===== config.mk =====
export PLATFORM = sky130hd
export DESIGN_NAME = step_pattern_monitor
export DESIGN_NICKNAME = d
export VERILOG_FILES = /design/src/rtl/step_pattern_monitor.sv
export SDC_FILE = /design/constraint.sdc
export NUM_CORES = 1
export LEC_CHECK = 0
export BUFFER_PORTS_ARGS = -buffer_cell sky130_fd_sc_hd__buf_2
export CAP_MARGIN = 20
export CORE_AREA = 2 2 81 64
export CTS_CLUSTER_DIAMETER = 50
export DETAILED_ROUTE_END_ITERATION = 10
export DIE_AREA = 0 0 83 66
export GPL_ROUTABILITY_DRIVEN = 1
export PLACE_DENSITY_LB_ADDON = 0.15
export SLEW_MARGIN = 15
export SYNTH_ARGS = -nofsm -noshare
export SYNTH_HDL_FRONTEND = slang
export SYNTH_SLANG_ARGS = --single-unit

===== constraint.sdc =====
create_clock -name clk -period 3.2 [get_ports clk]
set_clock_uncertainty 0.15 [all_clocks]
set_input_delay 0 -clock clk [delete_from_list [all_inputs] [get_ports clk]]
set_output_delay 0 -clock clk [all_outputs]
set_load 0.03 [all_outputs]

===== src/rtl/step_pattern_monitor.sv =====
// rtl/step_pattern_monitor.sv - lock onto and police an increment/hold counter pattern
module step_pattern_monitor #(
    parameter int WIDTH    = 4,
    parameter int INC_RUN  = 3,
    parameter int HOLD_RUN = 1,
    parameter int ERR_W    = 8
) (
    input  logic             clk,
    input  logic             rst,
    input  logic             en,
    input  logic [WIDTH-1:0] din,
    output logic             locked,
    output logic             step_inc,
    output logic             step_hold,
    output logic             wrap_pulse,
    output logic             err_pulse,
    output logic [ERR_W-1:0] err_cnt
);

    // Run counters need to reach the larger run length plus one spare value so
    // an over-long hold run in SEEK can saturate without aliasing HOLD_RUN.
    localparam int CMAX = ((INC_RUN > HOLD_RUN) ? INC_RUN : HOLD_RUN) + 1;
    localparam int CW   = $clog2(CMAX + 1);

    localparam logic [CW-1:0] INC_N  = CW'(INC_RUN);
    localparam logic [CW-1:0] HOLD_N = CW'(HOLD_RUN);
    localparam logic [CW-1:0] SAT_N  = CW'(CMAX);

    typedef enum logic [1:0] {
        IDLE = 2'd0,
        SEEK = 2'd1,
        LOCK = 2'd2
    } state_t;

    state_t           state, state_n;
    logic [WIDTH-1:0] prev, prev_n;
    logic             have_prev, have_prev_n;
    logic [CW-1:0]    inc_cnt, inc_cnt_n;
    logic [CW-1:0]    hold_cnt, hold_cnt_n;

    logic             locked_n, inc_n, hold_n, wrap_n, errp_n;
    logic [ERR_W-1:0] err_cnt_n;
    logic [WIDTH-1:0] delta;
    logic             is_inc, is_hold, expect_inc;

    // Classify the step and compute the next state and registered outputs.
    always_comb begin
        state_n     = state;
        prev_n      = prev;
        have_prev_n = have_prev;
        inc_cnt_n   = inc_cnt;
        hold_cnt_n  = hold_cnt;
        locked_n    = locked;
        err_cnt_n   = err_cnt;
        inc_n       = 1'b0;
        hold_n      = 1'b0;
        wrap_n      = 1'b0;
        errp_n      = 1'b0;
        expect_inc  = 1'b0;

        delta   = din - prev;
        is_inc  = (delta == WIDTH'(1));
        is_hold = (delta == '0);

        if (en) begin
            prev_n      = din;
            have_prev_n = 1'b1;

            // Step pulses only exist once there is a previous value to diff against.
            if (have_prev) begin
                inc_n  = is_inc;
                hold_n = is_hold;
                wrap_n = is_inc && (prev == '1) && (din == '0);
            end

            case (state)
                IDLE: begin
                    state_n    = SEEK;
                    inc_cnt_n  = '0;
                    hold_cnt_n = '0;
                end
                SEEK: begin
                    if (is_hold) begin
                        if (hold_cnt != SAT_N)
                            hold_cnt_n = hold_cnt + CW'(1);
                    end else if (is_inc && hold_cnt == HOLD_N) begin
                        state_n    = LOCK;
                        locked_n   = 1'b1;
                        inc_cnt_n  = CW'(1);
                        hold_cnt_n = '0;
                    end else begin
                        hold_cnt_n = '0;
                    end
                end
                LOCK: begin
                    // INC is due while the run is short, or once the hold run is complete.
                    expect_inc = (inc_cnt < INC_N) || (hold_cnt == HOLD_N);
                    if (is_inc && expect_inc) begin
                        if (hold_cnt == HOLD_N) begin
                            inc_cnt_n  = CW'(1);
                            hold_cnt_n = '0;
                        end else begin
                            inc_cnt_n = inc_cnt + CW'(1);
                        end
                    end else if (is_hold && !expect_inc) begin
                        hold_cnt_n = hold_cnt + CW'(1);
                    end else begin
                        errp_n     = 1'b1;
                        err_cnt_n  = (&err_cnt) ? err_cnt : err_cnt + ERR_W'(1);
                        locked_n   = 1'b0;
                        state_n    = SEEK;
                        // A stray hold can itself be the hold that precedes realignment.
                        hold_cnt_n = is_hold ? CW'(1) : '0;
                    end
                end
                default: begin
                    state_n = IDLE;
                end
            endcase
        end
    end

    // State and output registers with synchronous active-high reset.
    always_ff @(posedge clk) begin
        if (rst) begin
            state      <= IDLE;
            prev       <= '0;
            have_prev  <= 1'b0;
            inc_cnt    <= '0;
            hold_cnt   <= '0;
            locked     <= 1'b0;
            step_inc   <= 1'b0;
            step_hold  <= 1'b0;
            wrap_pulse <= 1'b0;
            err_pulse  <= 1'b0;
            err_cnt    <= '0;
        end else begin
            state      <= state_n;
            prev       <= prev_n;
            have_prev  <= have_prev_n;
            inc_cnt    <= inc_cnt_n;
            hold_cnt   <= hold_cnt_n;
            locked     <= locked_n;
            step_inc   <= inc_n;
            step_hold  <= hold_n;
            wrap_pulse <= wrap_n;
            err_pulse  <= errp_n;
            err_cnt    <= err_cnt_n;
        end
    end

endmodule

==> results of run 1 <==
-- layout by cell type (no fill, tap or decap), types with 7 or more instances in the layout --
| cell | Yosys | final |
|---|---|---|
| nand2_1 | 8 | 8 |
| dlygate4sd3_1 | 0 | 8 |
| buf_2 | 1 | 19 |
| nor2_1 | 26 | 26 |
| dfxtp_1 | 26 | 26 |
| inv_1 | 15 | 15 |
| ha_1 | 12 | 12 |
| xnor2_1 | 8 | 8 |
| a21oi_1 | 9 | 9 |
| mux2i_1 | 7 | 7 |
-- final cells by class --
| class | instances | area (um^2) | share of cell area |
|---|---|---|---|
| sequential | 26 | 520.5 | 0.2845 |
| inverter | 16 | 60.06 | 0.03283 |
| timing repair buffer | 28 | 182.7 | 0.09986 |
| tap | 60 | 75.07 | 0.04104 |
| clock buffer | 4 | 55.05 | 0.03010 |
| multi-input combinational | 130 | 935.9 | 0.5116 |
-- logic make-up after synthesis --
kind of cell	after synthesis	share of synthesized area
AO/OA/AOI/OAI	31	0.1592
XOR/XNOR	8	0.04549
buffers and inverters	22	0.05442
multiplexers	8	0.05280
flip-flops	26	0.3379
adder cells (fa/ha/maj)	13	0.1105
AND/OR/NAND/NOR	70	0.2396
-- critical path, stage by stage --
cell and delay (ns):
dlygate4sd3_1 0.54, buf_2 0.13, inv_1 0.05, ha_1 0.16
inv_1 0.05, fa_1 0.37, xnor2_1 0.24, nand2b_1 0.19
a21oi_1 0.43, nand2_1 0.18, a2111oi_0 0.48, o32ai_1 0.12
-- where the power goes --
| group | internal [mW] | switching [mW] |
|---|---|---|
| Sequential | 0.333 | 0.00817 |
| Combinational | 0.0553 | 0.0844 |
| Clock | 0.110 | 0.106 |
-- metal layers --
metal	vias to the layer above	routed length (um)	share of wire	track usage
met1	614	1762	0.52	0.1741
li1	676	-	-	-
met2	12	1501	0.44	0.2157
met4	0	24	0.0071	0.03074
met5	-	0	0	0
met3	2	95	0.028	0.03496
-- registers in the layout (all words and copies together), names as in the netlist --
| signal | flops |
|---|---|
| wrap_pulse | 1 |
| inc_cnt | 3 |
| step_inc | 1 |
| have_prev | 1 |
| prev | 4 |
| hold_cnt | 3 |
| err_cnt | 8 |
| err_pulse | 1 |
| step_hold | 1 |
| locked | 1 |
| state | 2 |
-- path summary, 6_finish.rpt --
kind              slack (ns)       from  cells past startpoint     endpoint
hold reg to reg         0.32  have_prev                      2    have_prev
setup reg to reg        0.34    prev[0]                      9       locked
hold / removal         0.004        rst                      2  hold_cnt[0]
setup / recovery        0.26     din[0]                     12       locked
-- metrics by stage --
step | area [um^2] | setup WS (ns) | hold WS (ns) | total power, mW | instances
2_1_floorplan | 1540 | 0.5611 | -0.002832 | 0.4461 | 178
3_3_place_gp | 1694 | 0.5722 | 0.1247 | 0.4755 | 252
3_5_place_dp | 1694 | 0.3711 | 0.1332 | 0.4788 | 252
4_1_cts | 1829 | 0.2889 | 0.0009453 | 0.7050 | 264
5_1_grt | 1829 | 0.1489 | 0.006946 | 0.7384 | 264
6_report | 1829 | 0.2618 | 0.003728 | 0.6965 | 264
==> reports/qor.csv, run 1 <==
stage,metric,value,unit
critical_path,worstSetupEndpointType,flop,
logic_synthesis,synth_top_cell_by_area,dfxtp_1,
pwr,p_per_area,380.8,nW/um^2
cts,cts-htree-levels,1,
finish,syn2layout_area_growth,18.76,%
route,wl_per_cell,12.82,um
die,design.die.area,5478,um^2
pwr,ir_worst_vdd,0.2372,mV
logic_synthesis,syn-num-nets,198,
critical_path,cp_max_fo,6,
global_route,grt_use_total,0.1316,
logic_synthesis,synth_top_cells_by_area,"dfxtp_1 34%, ha_1 9.7%, nor2_1 6.3%",
route,drt.antenna.violating_nets,0,
finish,fin_util,0.3886,
timing,max-slew-margin-rel,0.6603,
placement,dpl.hpwl,2.530,mm
hold_path,hp-class,in -> reg,
logic_synthesis,syn_avg_cell_area,8.653,um^2
logic_synthesis,synth_flop_cell,dfxtp_1,
global_route,grt-ovfl-total,0,
timing,fmax,340.3,MHz
route,routed_wirelength,3.384,mm
logic_synthesis,synth_top_cell_area_share,0.3379,
placement,gp_congestion,0.7849,
timing,worst_pin_slew,0.5042,ns
run_status,run_status,completed,
finish,fillers,476,
logic_synthesis,async_reset_ff_frac,0,
timing,fin_crit_sh,0.9182,
critical_path,crit_type,in -> reg,
timing,fin_tns_setup,0,ns
timing,finalCriticalPeriod,2.938,ns
route,drt-pass1-iter-count,4,
cts,postCtsSetupBuffers,0,
logic_synthesis,yosys_warnings,0,
global_route,grt_pass1_vias,1280,
route,vias,1304,
timing,rsz0062_at_grt,false,
cts,cts_hold_buf,8,
logic_synthesis,ys_seq_elements,26,
cts,cts_made_buffers,3,
die,die_w,83,um
cts,cts_tree,yes,
die,std_cell_rows,22,
cts,cts.repair.resized,0,
finish,antenna_cells,0,
cts,root_buffer,clkbuf_8,
global_route,antenna_found_initial,0,
logic_synthesis,ys_types,45,
placement,portBuffers,19,
cts,clock_sinks,26,
logic_synthesis,synthCells,178,
cts,clk_pin_slew,0.09,ns
logic_synthesis,ys_top_cells_by_count,"26 x dfxtp_1, 26 x nor2_1, 15 x inv_1",
cts,clock_latency,0.27,ns
global_route,grt_max_degree,24,
die,top_level_ports,20,
die,die_h,66,um
critical_path,cp_data_required_time,3.20,ns
cts,cts_buffer_depth,2,
finish,drive_gt1_frac,0.1716,
critical_path,arrival,2.94,ns
route,drc_errors,0,
critical_path,worstSetupStartpointType,primary input,
logic_synthesis,yosysSeqAreaShare,0.3379,
logic_synthesis,synth_edf_count,0,
global_route,grt_pass1_wl,5.858,mm
pwr,static-leakage-power,0.7434,nW
route,drt_iter0_markers,42,
job,maxCapViolCount,0,
logic_synthesis,syn_area,1540,um^2
finish,fin_nets,225,
die,start_util,0.3272,
timing,hold_violations,0,
route,avgViaCountPerCell,4.939,
timing,slew_violations,0,
timing,finalSetupViolations,0,
die,fp.coreArea,4707,um^2
Note: power is estimated with default switching activity, not from simulation.
==> run 2, diff against run 1 <==
- clock period: 3.2 -> 2.36 ns (I/O delays scaled with it)
==> run 2 against run 1 <==
Effect of this change: the flow now finishes with violations (negative setup slack); combinational power rose by 79%; wire length rose by 7.4%; first-iteration DRC count up 29%; critical path depth decreased by 4; clock power rose by 37%; global-route usage increased by 0.71 points; die area unchanged; final cell count rose by 6.4%; setup slack worse by 0.39 ns; sequential share of layout area down 3.3 points.
==> reports/qor.csv, run 2 (synthesized netlist as in run 1, its figures left out) <==
stage,metric,value,unit,change
run_status,run_status,"complete, but fails checks",,was completed
run_status,violations,negative setup slack,,
die,design.die.area,5478,um^2,unchanged
cts,cts-htree-levels,1,,unchanged
finish,fillers,464,,was 476
placement,place_ws,-0.1394,ns,was 0.3711 ns
finish,largest-register,err_cnt,,unchanged
route,drt_iter0_markers,54,,was 42
cts,clock_sinks,26,,unchanged
die,die_h,66,um,unchanged
cts,cts_tree,yes,,unchanged
timing,fmax,401.4,MHz,
placement,portBuffers,19,,unchanged
route,avgViaCountPerCell,5.085,,was 4.939
pwr,p_per_area,485.2,nW/um^2,was 380.8 nW/um^2
timing,max-slew-margin-rel,0.6198,,was 0.6603
route,drt-pass1-iter-count,4,,unchanged
pwr,ir_worst_vdd,0.3054,mV,was 0.2372 mV
global_route,grt_pass1_vias,1260,,was 1280
timing,rsz0062_at_grt,true,,was false
critical_path,worstSetupStartpointType,flop,,was primary input
die,start_util,0.3272,,unchanged
global_route,grt-ovfl-total,0,,unchanged
cts,clock_latency,0.27,ns,about the same
critical_path,worstSetupEndpointType,flop,,unchanged
critical_path,path_delay_family,simple AND/OR/NAND/NOR gates,,was compound AO/OA/AOI/OAI gates
route,wl_per_cell,12.94,um,was 12.82 um
critical_path,arrival,2.55,ns,was 2.94 ns
finish,largest_register_ffs,8,,unchanged
timing,finalSetupViolations,12,,was 0
route,drc_errors,0,,unchanged
finish,fin_nets,242,,was 225
global_route,grt_use_total,0.1388,,was 0.1316
die,die_w,83,um,unchanged
critical_path,worstPathCellList,inv_2 > ha_4 > a21o_4 > or3_4 > a2111oi_4 > o22ai_2 > or4_1 > a21oi_1,,was dlygate4sd3_1 > buf_2 > inv_1 > ha_1 > inv_1 > fa_1 > xnor2_1 > nand2b_1 > a21oi_1 > nand2_1 > a2111oi_0 > o32ai_1
cts,cts_buffer_depth,2,,unchanged
global_route,grt_pass1_wl,6.134,mm,was 5.858 mm
critical_path,crit_slowest_cell,or4_1,,was dlygate4sd3_1
global_route,grt_max_degree,24,,unchanged
cts,root_buffer,clkbuf_8,,unchanged
finish,drive_gt1_frac,0.3213,,was 0.1716
timing,worst_pin_slew,0.5629,ns,was 0.5042 ns
hold_path,hp-class,in -> reg,,unchanged
critical_path,crit_buf_inv,1,,was 4
timing,fin_tns_setup,-0.7613,ns,was 0 ns
placement,gp_congestion,0.8364,,was 0.7849
global_route,antenna_found_initial,0,,unchanged
finish,layout_commonest_cell,nor2_1,,
job,maxCapViolCount,0,,unchanged
timing,hold_violations,0,,unchanged
critical_path,cp_max_fo,4,,was 6
die,top_level_ports,20,,unchanged
cts,clk_pin_slew,0.09,ns,about the same
timing,finalCriticalPeriod,2.491,ns,
route,routed_wirelength,3.635,mm,was 3.384 mm
critical_path,cp_data_required_time,2.42,ns,was 3.20 ns
timing,setup_ws,-0.1314,ns,was 0.2618 ns
critical_path,crit_type,reg -> reg,,was in -> reg
finish,layout_common_cells,"26 x nor2_1, 23 x dfxtp_1, 19 x buf_2, 18 x buf_4, 13 x inv_1",,"was 26 x nor2_1, 26 x dfxtp_1, 19 x buf_2, 15 x inv_1, 12 x ha_1"
finish,antenna_cells,0,,unchanged
timing,slew_violations,0,,unchanged
route,vias,1429,,was 1304
die,fp.coreArea,4707,um^2,unchanged
route,drt.antenna.violating_nets,0,,unchanged
critical_path,critPathMaxStageDelay,0.47,ns,was 0.54 ns
die,std_cell_rows,22,,unchanged
pwr,static-leakage-power,0.8549,nW,was 0.7434 nW
cts,cts_made_buffers,3,,unchanged
finish,reg_top3,"err_cnt (8), prev (4)",,unchanged
timing,fin_crit_sh,1.056,,
finish,syn2layout_area_growth,35.09,%,was 18.76%
placement,dpl.hpwl,2.667,mm,was 2.530 mm
==> run 2: changes by cell type in the layout (fill, tap and decap cells not counted), moves of 3 or more <==
cell / change
dfxtp_1: -3
a21oi_1: -3
dfxtp_2: +3
buf_4: +17
ha_1: -3
==> run 2: timing repair <==
item                                    in CTS  in global routing
hold endpoints to repair                     6                  0
pin swaps                                   11                  7
hold buffers                                 8                  0
endpoints found under the setup margin      15                 18
cloned                                       0                  0
resized for setup                            5                  9
buffers inserted                             1                  2
==> run 2: worst paths after layout <==
path         startpoint    endpoint  slack [ns]  cells past startpoint
min reg2reg  inc_cnt[1]  inc_cnt[1]        0.35                      2
min                 rst  err_cnt[6]       0.009                      2
max             prev[2]  inc_cnt[2]       -0.13                      8
max reg2reg     prev[2]  inc_cnt[2]       -0.13                      8
==> run 2: final cells by class <==
type                    count  area [um^2]  area share
well taps                  60        75.07     0.03608
inverters                  16        60.06     0.02886
repair buffers             45        310.3      0.1491
flip-flops and latches     26        524.3      0.2520
multi-input cells         130         1056      0.5075
clock buffers               4        55.05     0.02646
==> run 2: report_power, final <==
group | internal (mW) | total (mW) | leakage (nW) | switching (mW)
Combinational | 0.116 | 0.251 | 0.614 | 0.135
Sequential | 0.452 | 0.464 | 0.212 | 0.0115
Clock | 0.149 | 0.295 | 0.0288 | 0.146
Total | 0.718 | 1.01 | 0.855 | 0.292
==> run 2: layer usage <==
layer | part of all wire | GRT usage
met3 | 0.040 | 0.03745
met5 | 0 | 0
met2 | 0.44 | 0.2147
met4 | 0.0066 | 0.03074
met1 | 0.51 | 0.1936
==> run 2: per-stage QoR <==
step | hold WS (ns) | power (mW) | instance area [um^2] | util | instances
6_report | 0.009348 | 1.010 | 2081 | 0.4421 | 281
5_1_grt | 0.01381 | 1.066 | 2081 | 0.4421 | 281
4_1_cts | 0.001563 | 1.008 | 2012 | 0.4274 | 280
3_5_place_dp | 0.1501 | 0.6897 | 1847 | 0.3923 | 267
3_3_place_gp | 0.1332 | 0.6854 | 1847 | 0.3923 | 267
2_1_floorplan | -0.003284 | 0.6172 | 1580 | - | 178
==> run 2: worst reg2reg max path: cells and delay by family (launching register included) <==
kind	cells	cell delay, ns
and+or+nand+nor	2	0.90
DFF	1	0.35
adders and majority gates	1	0.21
AOI/OAI and AO/OA	4	0.77
buffers and inverters	1	0.05
==> run 3, diff against run 2 <==
- ABC_AREA: default -> 1
- CORE_AREA: 2 2 81 64 -> 2 2 83 65
- DIE_AREA: 0 0 83 66 -> 0 0 85 67
==> run 3 against run 2 <==
Effect of this change: the flow now finishes without violations; sequential power up 1%; via count up 0.91%; setup slack better by 0.21 ns; global-route usage up 0.58 points; critical path type unchanged.
==> reports/qor.csv, run 3 <==
stage,metric,value,unit,change
critical_path,worstSetupEndpointType,flop,,unchanged
logic_synthesis,async_reset_ff_frac,0,,unchanged
timing,slew_violations,0,,unchanged
die,die_w,85,um,was 83 um
global_route,grt-ovfl-total,0,,unchanged
finish,antenna_cells,0,,unchanged
logic_synthesis,synth_edf_count,0,,unchanged
finish,fillers,488,,was 464
placement,gp_congestion,0.8335,,was 0.8364
timing,fin_tns_setup,0,ns,was -0.7613 ns
die,top_level_ports,20,,unchanged
critical_path,crit_type,reg -> reg,,unchanged
timing,finalSetupViolations,0,,was 12
finish,drive_gt1_frac,0.2392,,was 0.3213
critical_path,critPathMaxStageDelay,0.39,ns,was 0.47 ns
critical_path,path_delay_family,simple AND/OR/NAND/NOR gates,,unchanged
die,die_h,67,um,was 66 um
run_status,run_status,completed,,"was complete, but fails checks"
finish,layout_commonest_cell,nor2_1,,unchanged
logic_synthesis,syn_avg_cell_area,7.349,um^2,was 8.653 um^2
cts,clk_pin_slew,0.10,ns,was 0.09 ns
route,drt_iter0_markers,113,,was 54
timing,max-slew-margin-rel,0.6902,,was 0.6198
finish,fin_util,0.4306,,was 0.4421
logic_synthesis,synthCells,221,,was 178
critical_path,cp_max_fo,7,,was 4
logic_synthesis,ys_top_cells_by_count,"37 x nor2_1, 31 x nand2_1, 27 x inv_1",,"was 26 x dfxtp_1, 26 x nor2_1, 15 x inv_1"
cts,cts_tree,yes,,unchanged
placement,dpl.hpwl,2.853,mm,was 2.667 mm
logic_synthesis,yosysMostFrequentCell,nor2_1,,
cts,clock_sinks,26,,unchanged
timing,hold_violations,0,,unchanged
die,fp.coreArea,4817,um^2,was 4707 um^2
logic_synthesis,synth_top_cell_area_share,0.3205,,was 0.3379
finish,largest-register,err_cnt,,unchanged
route,drt.antenna.violating_nets,0,,unchanged
pwr,ir_worst_vdd,0.2687,mV,was 0.3054 mV
logic_synthesis,ys_seq_elements,26,,unchanged
pwr,static-leakage-power,0.9395,nW,was 0.8549 nW
route,drc_errors,0,,unchanged
pwr,p_per_area,505.6,nW/um^2,was 485.2 nW/um^2
logic_synthesis,ys_types,29,,was 45
job,maxCapViolCount,0,,unchanged
placement,portBuffers,19,,unchanged
finish,syn2layout_area_growth,27.73,%,was 35.09%
pwr,power,1.049,mW,was 1.010 mW
die,std_cell_rows,22,,unchanged
finish,layout_common_cells,"32 x nor2_1, 31 x nand2_1, 26 x inv_1, 25 x dfxtp_1, 19 x buf_2",,"was 26 x nor2_1, 23 x dfxtp_1, 19 x buf_2, 18 x buf_4, 13 x inv_1"
critical_path,cp_data_required_time,2.37,ns,was 2.42 ns
logic_synthesis,yosys_warnings,0,,unchanged
global_route,grt_pass1_vias,1362,,was 1260
global_route,grt_use_total,0.1446,,was 0.1388
cts,root_buffer,clkbuf_8,,unchanged
critical_path,crit_buf_inv,1,,unchanged
cts,cts_buffer_depth,2,,unchanged
route,wl_per_cell,12.15,um,was 12.94 um
route,vias,1442,,was 1429
cts,cts-htree-levels,1,,unchanged
critical_path,worstPathCellList,ha_4 > inv_4 > fa_2 > xnor2_2 > nand2_2 > nor2_8 > nand4_1 > nand2_1 > nor2_4 > o21ai_1 > nor2_1,,was inv_2 > ha_4 > a21o_4 > or3_4 > a2111oi_4 > o22ai_2 > or4_1 > a21oi_1
die,start_util,0.3371,,was 0.3272
logic_synthesis,synth_flop_cell,dfxtp_1,,unchanged
cts,cts_made_buffers,3,,unchanged
timing,fmax,438.3,MHz,was 401.4 MHz
logic_synthesis,synth_top_cell_by_area,dfxtp_1,,unchanged
timing,fin_crit_sh,0.9667,,was 1.056
critical_path,worstSetupStartpointType,flop,,unchanged
logic_synthesis,yosysSeqAreaShare,0.3205,,was 0.3379
timing,worst_pin_slew,0.4630,ns,was 0.5629 ns
logic_synthesis,synth_top_cells_by_area,"dfxtp_1 32%, ha_1 9.2%, nor2_1 8.6%",,"was dfxtp_1 34%, ha_1 9.7%, nor2_1 6.3%"
die,design.die.area,5695,um^2,was 5478 um^2
finish,largest_register_ffs,8,,unchanged
timing,finalCriticalPeriod,2.281,ns,was 2.491 ns
route,routed_wirelength,3.828,mm,was 3.635 mm
route,drt-pass1-iter-count,4,,unchanged
logic_synthesis,syn-num-nets,241,,was 198
critical_path,crit_slowest_cell,fa_2,,was or4_1
global_route,grt_pass1_wl,6.506,mm,was 6.134 mm
route,avgViaCountPerCell,4.578,,was 5.085
hold_path,hp-class,in -> reg,,unchanged
logic_synthesis,syn_area,1624,um^2,was 1540 um^2
timing,rsz0062_at_grt,true,,unchanged
global_route,antenna_found_initial,0,,unchanged
cts,clock_latency,0.28,ns,was 0.27 ns
global_route,grt_max_degree,15,,was 24
critical_path,arrival,2.29,ns,was 2.55 ns
finish,fin_nets,276,,was 242
finish,reg_top3,"err_cnt (8), prev (4)",,unchanged
run 3: worst paths after layout:
path / start / endpoint / slack [ns] / cells past startpoint
max: prev[0] / hold_cnt[2] / 0.08 / 11
min: din[0] / step_hold / 0.18 / 5
max reg2reg: prev[0] / hold_cnt[2] / 0.08 / 11
min reg2reg: err_cnt[1] / err_cnt[1] / 0.35 / 2
run 3: logic make-up (layout without fill, tap and decap cells):
group / after synthesis / after routing / synth area share
AND/OR/NAND/NOR: 112 / 112 / 0.3536
buffers and inverters: 33 / 67 / 0.08166
AO/OA/AOI/OAI: 28 / 28 / 0.09091
flip-flops: 26 / 26 / 0.3205
adder cells (fa/ha/maj): 13 / 13 / 0.1048
XOR/XNOR: 9 / 9 / 0.04854
run 3: worst register-to-register path, delay by kind of cell (launching register included):
family          cells  cell delay [ns]
fa+ha+maj           2             0.54
compound gates      1             0.11
flops               1             0.37
xor+xnor            1             0.19
buf+inv             1             0.04
simple gates        6             0.77
run 3: through the flow:
step | hold slack [ns] | cells | area, um^2 | setup slack (ns)
after global routing | 0.2174 | 315 | 2074 | -0.07687
after detailed placement | 0.1355 | 299 | 1797 | -0.008259
after CTS | 0.1357 | 313 | 1959 | 0.0005367
after floorplan | 0.02262 | 221 | 1624 | 0.1572
after global placement | 0.1399 | 299 | 1797 | 0.04188
final | 0.1797 | 315 | 2074 | 0.07869
run 3: area by class of cell:
cell class	instances	area [um^2]	share of cell area
Clock buffer	4	55.05	0.02654
Inverter	28	107.6	0.05187
Multi-Input combinational cell	162	1077	0.5193
Sequential cell	26	521.8	0.2515
Tap cell	60	75.07	0.03619
Timing Repair Buffer	35	237.7	0.1146
run 3: timing repair:
action                                 in CTS  in global routing
setup endpoints to repair                   5                 18
hold buffers                               10                  0
pin swaps                                   0                  5
endpoints found under the hold margin      18                  0
cloned                                      0                  0
setup buffers                               0                  3
resized for setup                           1                 24
run 3: where the power goes:
group	leakage, nW	switching (mW)	internal (mW)
registers	0.212	0.0131	0.456
clock network	0.0288	0.146	0.149
logic	0.699	0.176	0.109
run 3: layer usage:
| metal | vias up | GRT usage | routed length (um) |
|---|---|---|---|
| met5 | - | 0 | 0 |
| met3 | 4 | 0.03346 | 115 |
| met2 | 13 | 0.2021 | 1553 |
| li1 | 796 | - | - |
| met4 | 0 | 0.02778 | 24 |
| met1 | 629 | 0.2216 | 2134 |
